`config.mk`:
```
export PLATFORM = sky130hd
export DESIGN_NAME = mc_control_fsm
export DESIGN_NICKNAME = d
export VERILOG_FILES = /design/src/rtl/mc_control_fsm.sv
export SDC_FILE = /design/constraint.sdc
export NUM_CORES = 1
export LEC_CHECK = 0
export BUFFER_PORTS_ARGS = -buffer_cell sky130_fd_sc_hd__buf_4
export CELL_PAD_IN_SITES_DETAIL_PLACEMENT = 0
export CELL_PAD_IN_SITES_GLOBAL_PLACEMENT = 2
export CORE_MARGIN = 3
export CORE_UTILIZATION = 18
export DETAILED_ROUTE_END_ITERATION = 12
export GPL_TIMING_DRIVEN = 1
export PLACE_DENSITY = 0.81
export SYNTH_ARGS = -nofsm -noshare
export SYNTH_HDL_FRONTEND = slang
export SYNTH_SLANG_ARGS = --single-unit
```
`constraint.sdc`:
```
create_clock -name clk -period 1.1 [get_ports clk]
set_input_delay 0.11 -clock clk [delete_from_list [all_inputs] [get_ports clk]]
set_output_delay 0.11 -clock clk [all_outputs]
set_load 0.02 [all_outputs]
```
`src/rtl/mc_control_fsm.sv`:
```
// Multicycle control FSM for the MIPS-subset datapath. Sequences fetch, decode,
// execute, memory and writeback, and drives every datapath select and write enable
// as Moore-style control words.
module mc_control_fsm (
    input  logic       clk,
    input  logic       reset,
    input  logic [5:0] opcode,
    input  logic [5:0] funct,
    input  logic       zero,
    output logic       alu_src_a,
    output logic [1:0] alu_src_b,
    output logic [2:0] alu_op,
    output logic       pc_write,
    output logic       pc_write_cond,
    output logic       branch_ne,
    output logic [1:0] pc_source,
    output logic       i_or_d,
    output logic       mem_write,
    output logic       ir_write,
    output logic       mdr_write,
    output logic       a_write,
    output logic       b_write,
    output logic       alu_out_write,
    output logic       reg_write,
    output logic       reg_dst,
    output logic       mem_to_reg,
    output logic       trap,
    output logic [3:0] state_out
);

    typedef enum logic [3:0] {
        StReset   = 4'd0,
        StFetch   = 4'd1,
        StFetchWt = 4'd2,
        StDecode  = 4'd3,
        StExecR   = 4'd4,
        StWbR     = 4'd5,
        StExecI   = 4'd6,
        StWbI     = 4'd7,
        StBranch  = 4'd8,
        StJump    = 4'd9,
        StMemAddr = 4'd10,
        StMemRead = 4'd11,
        StMemWait = 4'd12,
        StWbMem   = 4'd13,
        StMemWr   = 4'd14,
        StTrap    = 4'd15
    } state_e;

    localparam logic [2:0] AluAdd = 3'b000;
    localparam logic [2:0] AluSub = 3'b001;
    localparam logic [2:0] AluAnd = 3'b010;
    localparam logic [2:0] AluOr  = 3'b011;
    localparam logic [2:0] AluSlt = 3'b100;

    state_e state_q, state_d;
    logic   funct_ok;

    // zero only feeds the datapath PC-write logic; the controller never looks at it.
    logic unused_zero;
    assign unused_zero = zero;

    assign state_out = state_q;

    // R-type funct codes the datapath can execute.
    always_comb begin
        funct_ok = 1'b0;
        case (funct)
            6'h20, 6'h22, 6'h24, 6'h25, 6'h2A: funct_ok = 1'b1;
            default:                           funct_ok = 1'b0;
        endcase
    end

    // State register; reset wins asynchronously so in-flight writes drop immediately.
    always_ff @(posedge clk or posedge reset) begin
        if (reset) begin
            state_q <= StReset;
        end else begin
            state_q <= state_d;
        end
    end

    // Next-state and control-word decode.
    always_comb begin
        state_d       = state_q;
        alu_src_a     = 1'b0;
        alu_src_b     = 2'b00;
        alu_op        = AluAdd;
        pc_write      = 1'b0;
        pc_write_cond = 1'b0;
        branch_ne     = 1'b0;
        pc_source     = 2'b00;
        i_or_d        = 1'b0;
        mem_write     = 1'b0;
        ir_write      = 1'b0;
        mdr_write     = 1'b0;
        a_write       = 1'b0;
        b_write       = 1'b0;
        alu_out_write = 1'b0;
        reg_write     = 1'b0;
        reg_dst       = 1'b0;
        mem_to_reg    = 1'b0;
        trap          = 1'b0;

        unique case (state_q)
            StReset: state_d = StFetch;
            StFetch: begin
                alu_src_b = 2'b01;
                state_d   = StFetchWt;
            end
            StFetchWt: begin
                // Memory read data is valid now: latch IR and commit PC+4.
                alu_src_b = 2'b01;
                ir_write  = 1'b1;
                pc_write  = 1'b1;
                state_d   = StDecode;
            end
            StDecode: begin
                // Precompute branch target while registers are read.
                alu_src_b     = 2'b11;
                alu_out_write = 1'b1;
                a_write       = 1'b1;
                b_write       = 1'b1;
                case (opcode)
                    6'h00:        state_d = funct_ok ? StExecR : StTrap;
                    6'h08:        state_d = StExecI;
                    6'h04, 6'h05: state_d = StBranch;
                    6'h02:        state_d = StJump;
                    6'h23, 6'h2B: state_d = StMemAddr;
                    default:      state_d = StTrap;
                endcase
            end
            StExecR: begin
                alu_src_a     = 1'b1;
                alu_out_write = 1'b1;
                case (funct)
                    6'h22:   alu_op = AluSub;
                    6'h24:   alu_op = AluAnd;
                    6'h25:   alu_op = AluOr;
                    6'h2A:   alu_op = AluSlt;
                    default: alu_op = AluAdd;
                endcase
                state_d = StWbR;
            end
            StWbR: begin
                reg_write = 1'b1;
                reg_dst   = 1'b1;
                state_d   = StFetch;
            end
            StExecI: begin
                alu_src_a     = 1'b1;
                alu_src_b     = 2'b10;
                alu_out_write = 1'b1;
                state_d       = StWbI;
            end
            StWbI: begin
                reg_write = 1'b1;
                state_d   = StFetch;
            end
            StBranch: begin
                alu_src_a     = 1'b1;
                alu_op        = AluSub;
                pc_write_cond = 1'b1;
                pc_source     = 2'b01;
                branch_ne     = (opcode == 6'h05);
                state_d       = StFetch;
            end
            StJump: begin
                pc_write  = 1'b1;
                pc_source = 2'b10;
                state_d   = StFetch;
            end
            StMemAddr: begin
                alu_src_a     = 1'b1;
                alu_src_b     = 2'b10;
                alu_out_write = 1'b1;
                state_d       = (opcode == 6'h23) ? StMemRead : StMemWr;
            end
            StMemRead: begin
                i_or_d  = 1'b1;
                state_d = StMemWait;
            end
            StMemWait: begin
                i_or_d    = 1'b1;
                mdr_write = 1'b1;
                state_d   = StWbMem;
            end
            StWbMem: begin
                reg_write  = 1'b1;
                mem_to_reg = 1'b1;
                state_d    = StFetch;
            end
            StMemWr: begin
                i_or_d    = 1'b1;
                mem_write = 1'b1;
                state_d   = StFetch;
            end
            StTrap: begin
                trap    = 1'b1;
                state_d = StTrap;
            end
            default: state_d = StReset;
        endcase
    end

endmodule

```
-- Yosys cells after proc, flatten, opt, wreduce, memory -nomap -nowiden
Index checks and enable logic that the tools add are counted.
- bits in registers: 4
- input port bits: 15
- output and inout port bits: 26
- logic and storage cells: 63
- equal/unequal tests: 26
- muxes and demuxes: 23
- reduce and logical (&&, ||, !) cells: 13
- operator list (operator ; number):
    $eq A6 B6 Y1 const B ; 7
    $pmux W4 S10 ; 1
    $eq A4 B4 Y1 const B ; 8
    $pmux W4 S5 ; 1
    $eq A4 B3 Y1 const B ; 4
    $mux W1 ; 15
    $eq A6 B3 Y1 const B ; 2
    $pmux W3 S4 ; 1
    $reduce_or A2 Y1 ; 5
    $eq A4 B2 Y1 const B ; 2
    $reduce_or A4 Y1 ; 2
    $reduce_or A7 Y1 ; 1
    $eq A6 B2 Y1 const B ; 1
    $eq A6 B4 Y1 const B ; 1
    $logic_not A6 Y1 ; 1
    $pmux W2 S3 ; 1
    $pmux W3 S2 ; 1
    $reduce_or A3 Y1 ; 2
    $reduce_or A5 Y1 ; 1
    $eq A4 B1 Y1 const B ; 1
    $logic_not A4 Y1 ; 1
    $mux W4 ; 1
    $pmux W2 S2 ; 1
    $mux W3 ; 1

-- Longest topological paths before layout
- depth after elaboration: 6
- mapped depth: 6
- gate-level depth less buffers: 4

-- Worst setup path after synthesis
Ideal clock, no wire load.
- path type: reg-to-output
- start: register state_q[3], in the netlist state_out[3]
- end: output port alu_op[2]
- arrival: 1.609 ns
- required time: 0.990 ns
- slack: -0.619 ns
- stages on the path, launching flop included: 4
- buffers on the path: 0
- cells stage by stage: dfrtp_1 -> nand2b_1 -> nand3b_1 -> nor4_1
- word-level cells in the longest chain between the ends: 2
- elaborated cells between the ends (all ways): 3
- classes of those cells: eq/ne (2); mux (1)
- ends and longest elaborated chain (what ; RTL line ; RTL):
    start: declaration ; 56 ; state_e state_q, state_d;
    start signal: assignment ; 77 ; state_q <= StReset;
    start signal: assignment ; 79 ; state_q <= state_d;
    $eq A4 B4 Y1 / $eq A4 B3 Y1 (equally long branches) ; 105 ; unique case (state_q)
    $pmux W3 S2 (*) ; 105 ;
    end: declaration ; 12 ; output logic [2:0] alu_op,
Every way passes the cells marked *; elsewhere a longest branch is shown, timed or not.

-- Worst setup path after layout
- start: register state_q[0], in the netlist state_out[0]
- end: output port alu_op[2]
Same word-level chain as after synthesis.

==> results.md <==
* Status: finished with violations
* Failing checks: setup timing
* Slew Limit Fails at 0
* RSZ-0062 raised after global routing: true
* P_leak at 0.776 nW
* Worst hold stages at 3
* # DRC at 0
* Fill cells at about 300
* Initial Util at between 10% and 20%
* Fin crit period at approximately 1.5 ns
* R2R Path Start: state_out[1]$_DFF_PP0_
* Final Hold Viols at 0
* Worst path arrival time at 1.44 ns
* Initial antenna violation count at 0
* Grt total ovfl at 0
* Largest register FFs at 4
* Die Y at 65.6 um
* Max Freq at between 600 and 700 MHz
* TritonCTS clock tree: done
* Synthesized instance count at 91
* Layout area overhead at 178%
* Tcrit/Tclk final at 141%
* Clock latency on the worst-skew pair at 0.24 ns
* Hold_ws at 0.226 ns
* Yosys top cell by area: dfrtp_1
* Wire per inst at 13.5 um
* Critical Path Fanout Max at 5
* Post-Place Cells at 200
* Worst Setup End Kind: output port
* Setup TNS Final at -9.02 ns
* Detailed placement HPWL at 2.09 mm
* Max-slew headroom at slightly below 80%
* Fin area at 0.00178 mm^2
* Syn nets at 106
* Dpl ws at -0.227 ns
* Synth area leaders: dfrtp_1, nor2_1, nand2b_1
* Critical path class: reg2out
* DRT iter0 DRCs at 20
* Max_cap viols at 0
* H-tree level count at 1
* CTS buffer count at 3
* Clock transition at the registers of the reported paths at 0.04 ns
* Routed vias/inst at 4.53
* Top Ports at between 40 and 50
* Routed vias at 987
* Setup crit start kind: flip-flop
* Sink Count at 4
* Post-Syn Area at 639 um^2
* Hold Path End: state_out[0]$_DFF_PP0_
* Row cnt at 21
* Final Worst Setup Slack at -0.448 ns
* Peak supply drop at 768 uV
* Core Area at 0.00339 mm^2
* Clock skew at 0.00638 ns
* Vias in the first global route at 948
* CTS Root Cell: clkbuf_4
* Hold wc startpoint: opcode[1]
* Avg Cell Area, Syn at approximately 7 um^2
* R2R depth at 7
* First-pass GRT wire length at 4.23 mm
* Synth cell types at 37
* Worst Path Required at 0.99 ns
* Die ar. at 0.00430 mm^2
* Synth Warn # at 0
* Diodes inserted at 0
* Register area at 105 um^2
* NumNets Final at ~190
* HP Class: in2reg
* Seq/Total Area, Yosys at 15.7%
* CTS max path bufs at 2
* Layout cells sized above 1 at 77.3%
* Worst slew pin tran at 0.326 ns
* Post-synthesis register bit count at 4
* WL final at 2.94 mm
* Antenna viol nets, final at 0
* Port buffer count at 39
* R2R setup slack at -0.29 ns
* Largest net degree at the start of global routing at 13
* Die X at 65.6 um
* Pwr dens at 2720 mW/mm^2
* Final setup violation count at 30
* Gpl congestion at 0.745
* FF-to-FF End: state_out[2]$_DFF_PP0_
* Multi-input gate area at ~770 um^2
* Top-area cell type share of the netlist area at 15.7%
* Final non-filler cell total at 218
* Dpl cell area at 0.00134 mm^2
* Tot GR Track Use at 12.5%
* Router iterations before antenna repair at 4
[per-layer routing]
layer / global-route usage, % / up-vias / wire length, um
met1: 14.9 / 474 / 1160
met3: 4.10 / 2 / 142
met5: 0 / - / 0
met4: 3.11 / 0 / 13
li1: - / 489 / -
met2: 21.4 / 22 / 1630
[final cells by class]
| type | instances | share of cell area (%) |
|---|---|---|
| multi-input cells | 75 | 43.1 |
| well taps | 46 | 3.24 |
| repair buffers | 85 | 45.1 |
| clock buffers | 3 | 1.27 |
| flip-flops and latches | 4 | 5.91 |
| inverters | 5 | 1.34 |
[critical path: stages (launching register included)]
cell	delay, ns
dfrtp_2	0.45
nor2_2	0.16
nand3b_1	0.17
nor4_4	0.24
buf_4	0.18
[worst max-delay path by stage]
stage,from,endpoint,slack (ns),cells past startpoint
6_report,state_out[0]$_DFF_PP0_,alu_op[2],-0.45,4
5_1_grt,state_out[0]$_DFF_PP0_,alu_op[2],-0.51,4
4_1_cts,state_out[0]$_DFF_PP0_,alu_op[1],-0.44,5
3_5_place_dp,state_out[1]$_DFF_PP0_,alu_op[1],-0.23,5
3_3_place_gp,state_out[3]$_DFF_PP0_,alu_op[1],-0.19,5
2_1_floorplan,state_out[2]$_DFF_PP0_,branch_ne,-0.35,3
[cell usage after synthesis]
cell type   n
and3_1      1
nor4b_1     1
nand2b_1    7
o211ai_1    3
nor4_1      2
or4_4       1
a41oi_2     1
buf_2       5
a31oi_1     1
a211oi_1    1
o22a_1      1
nand3b_1    2
xnor2_1     2
a21o_1      1
and4_2      1
nand2_1     9
a31oi_4     1
mux2i_1     1
inv_1       5
dfrtp_1     4
nor3_1      3
nand4b_1    2
o21ai_0     3
or4_1       1
o21ai_1     1
nor3b_1     1
a21oi_1     4
buf_4       2
o221ai_1    1
o32ai_1     1
or2_1       2
and2_1      1
nand3_1     1
nor2_1     12
nor2b_1     2
a21boi_0    2
nor3_2      2
[cell usage in the layout, fill, tap and decap left out, drive strengths merged]
cell | netlist | routed
buf | 7 | 84
nor2 | 12 | 12
nand2 | 9 | 9
nand2b | 7 | 7
nor3 | 5 | 5
inv | 5 | 5
dfrtp | 4 | 4
a21oi | 4 | 4
o21ai | 4 | 4
o211ai | 3 | 3
clkbuf | 0 | 3
nand4b | 2 | 2
or2 | 2 | 2
nand3b | 2 | 2
nor4 | 2 | 2
nor2b | 2 | 2
xnor2 | 2 | 2
or4 | 2 | 2
a31oi | 2 | 2
a21boi | 2 | 2
o32ai | 1 | 1
nor3b | 1 | 1
mux2i | 1 | 1
o221ai | 1 | 1
nor4b | 1 | 1
nand3 | 1 | 1
a41oi | 1 | 1
a211oi | 1 | 1
and2 | 1 | 1
a21o | 1 | 1
o22a | 1 | 1
and3 | 1 | 1
and4 | 1 | 1
dlygate4sd3 | 0 | 1
[repair_timing]
item                                   CTS  global route
gates cloned                             0             0
buffers inserted                         6            12
setup endpoints to repair               29            30
endpoints found under the hold margin    4             0
resized for setup                       31            44
pin swaps                                9            15
hold buffers                             1             0
[through the flow]
step,utilization [%],total power (W)
detailed placement,39.6,0.00326
global route,52.5,0.00509
floorplan,-,0.00216
finish,52.5,0.00484
global placement,39.6,0.00321
CTS,45.6,0.00402
[power breakdown]
group | switching (W) | internal (W)
clock network | 0.0000625 | 0.000122
registers | 0.000133 | 0.000236
logic | 0.00203 | 0.00225
total | 0.00222 | 0.00261
[logic make-up after synthesis]
group / after synthesis / synth area share, %
buffers and inverters: 12 / 9.20
DFF: 4 / 15.7
AOI/OAI and AO/OA: 21 / 25.4
muxes: 1 / 1.57
and+or+nand+nor: 51 / 45.4
xor gates and xnor gates: 2 / 2.74
No activity file was read; power rests on OpenSTA's default activity.
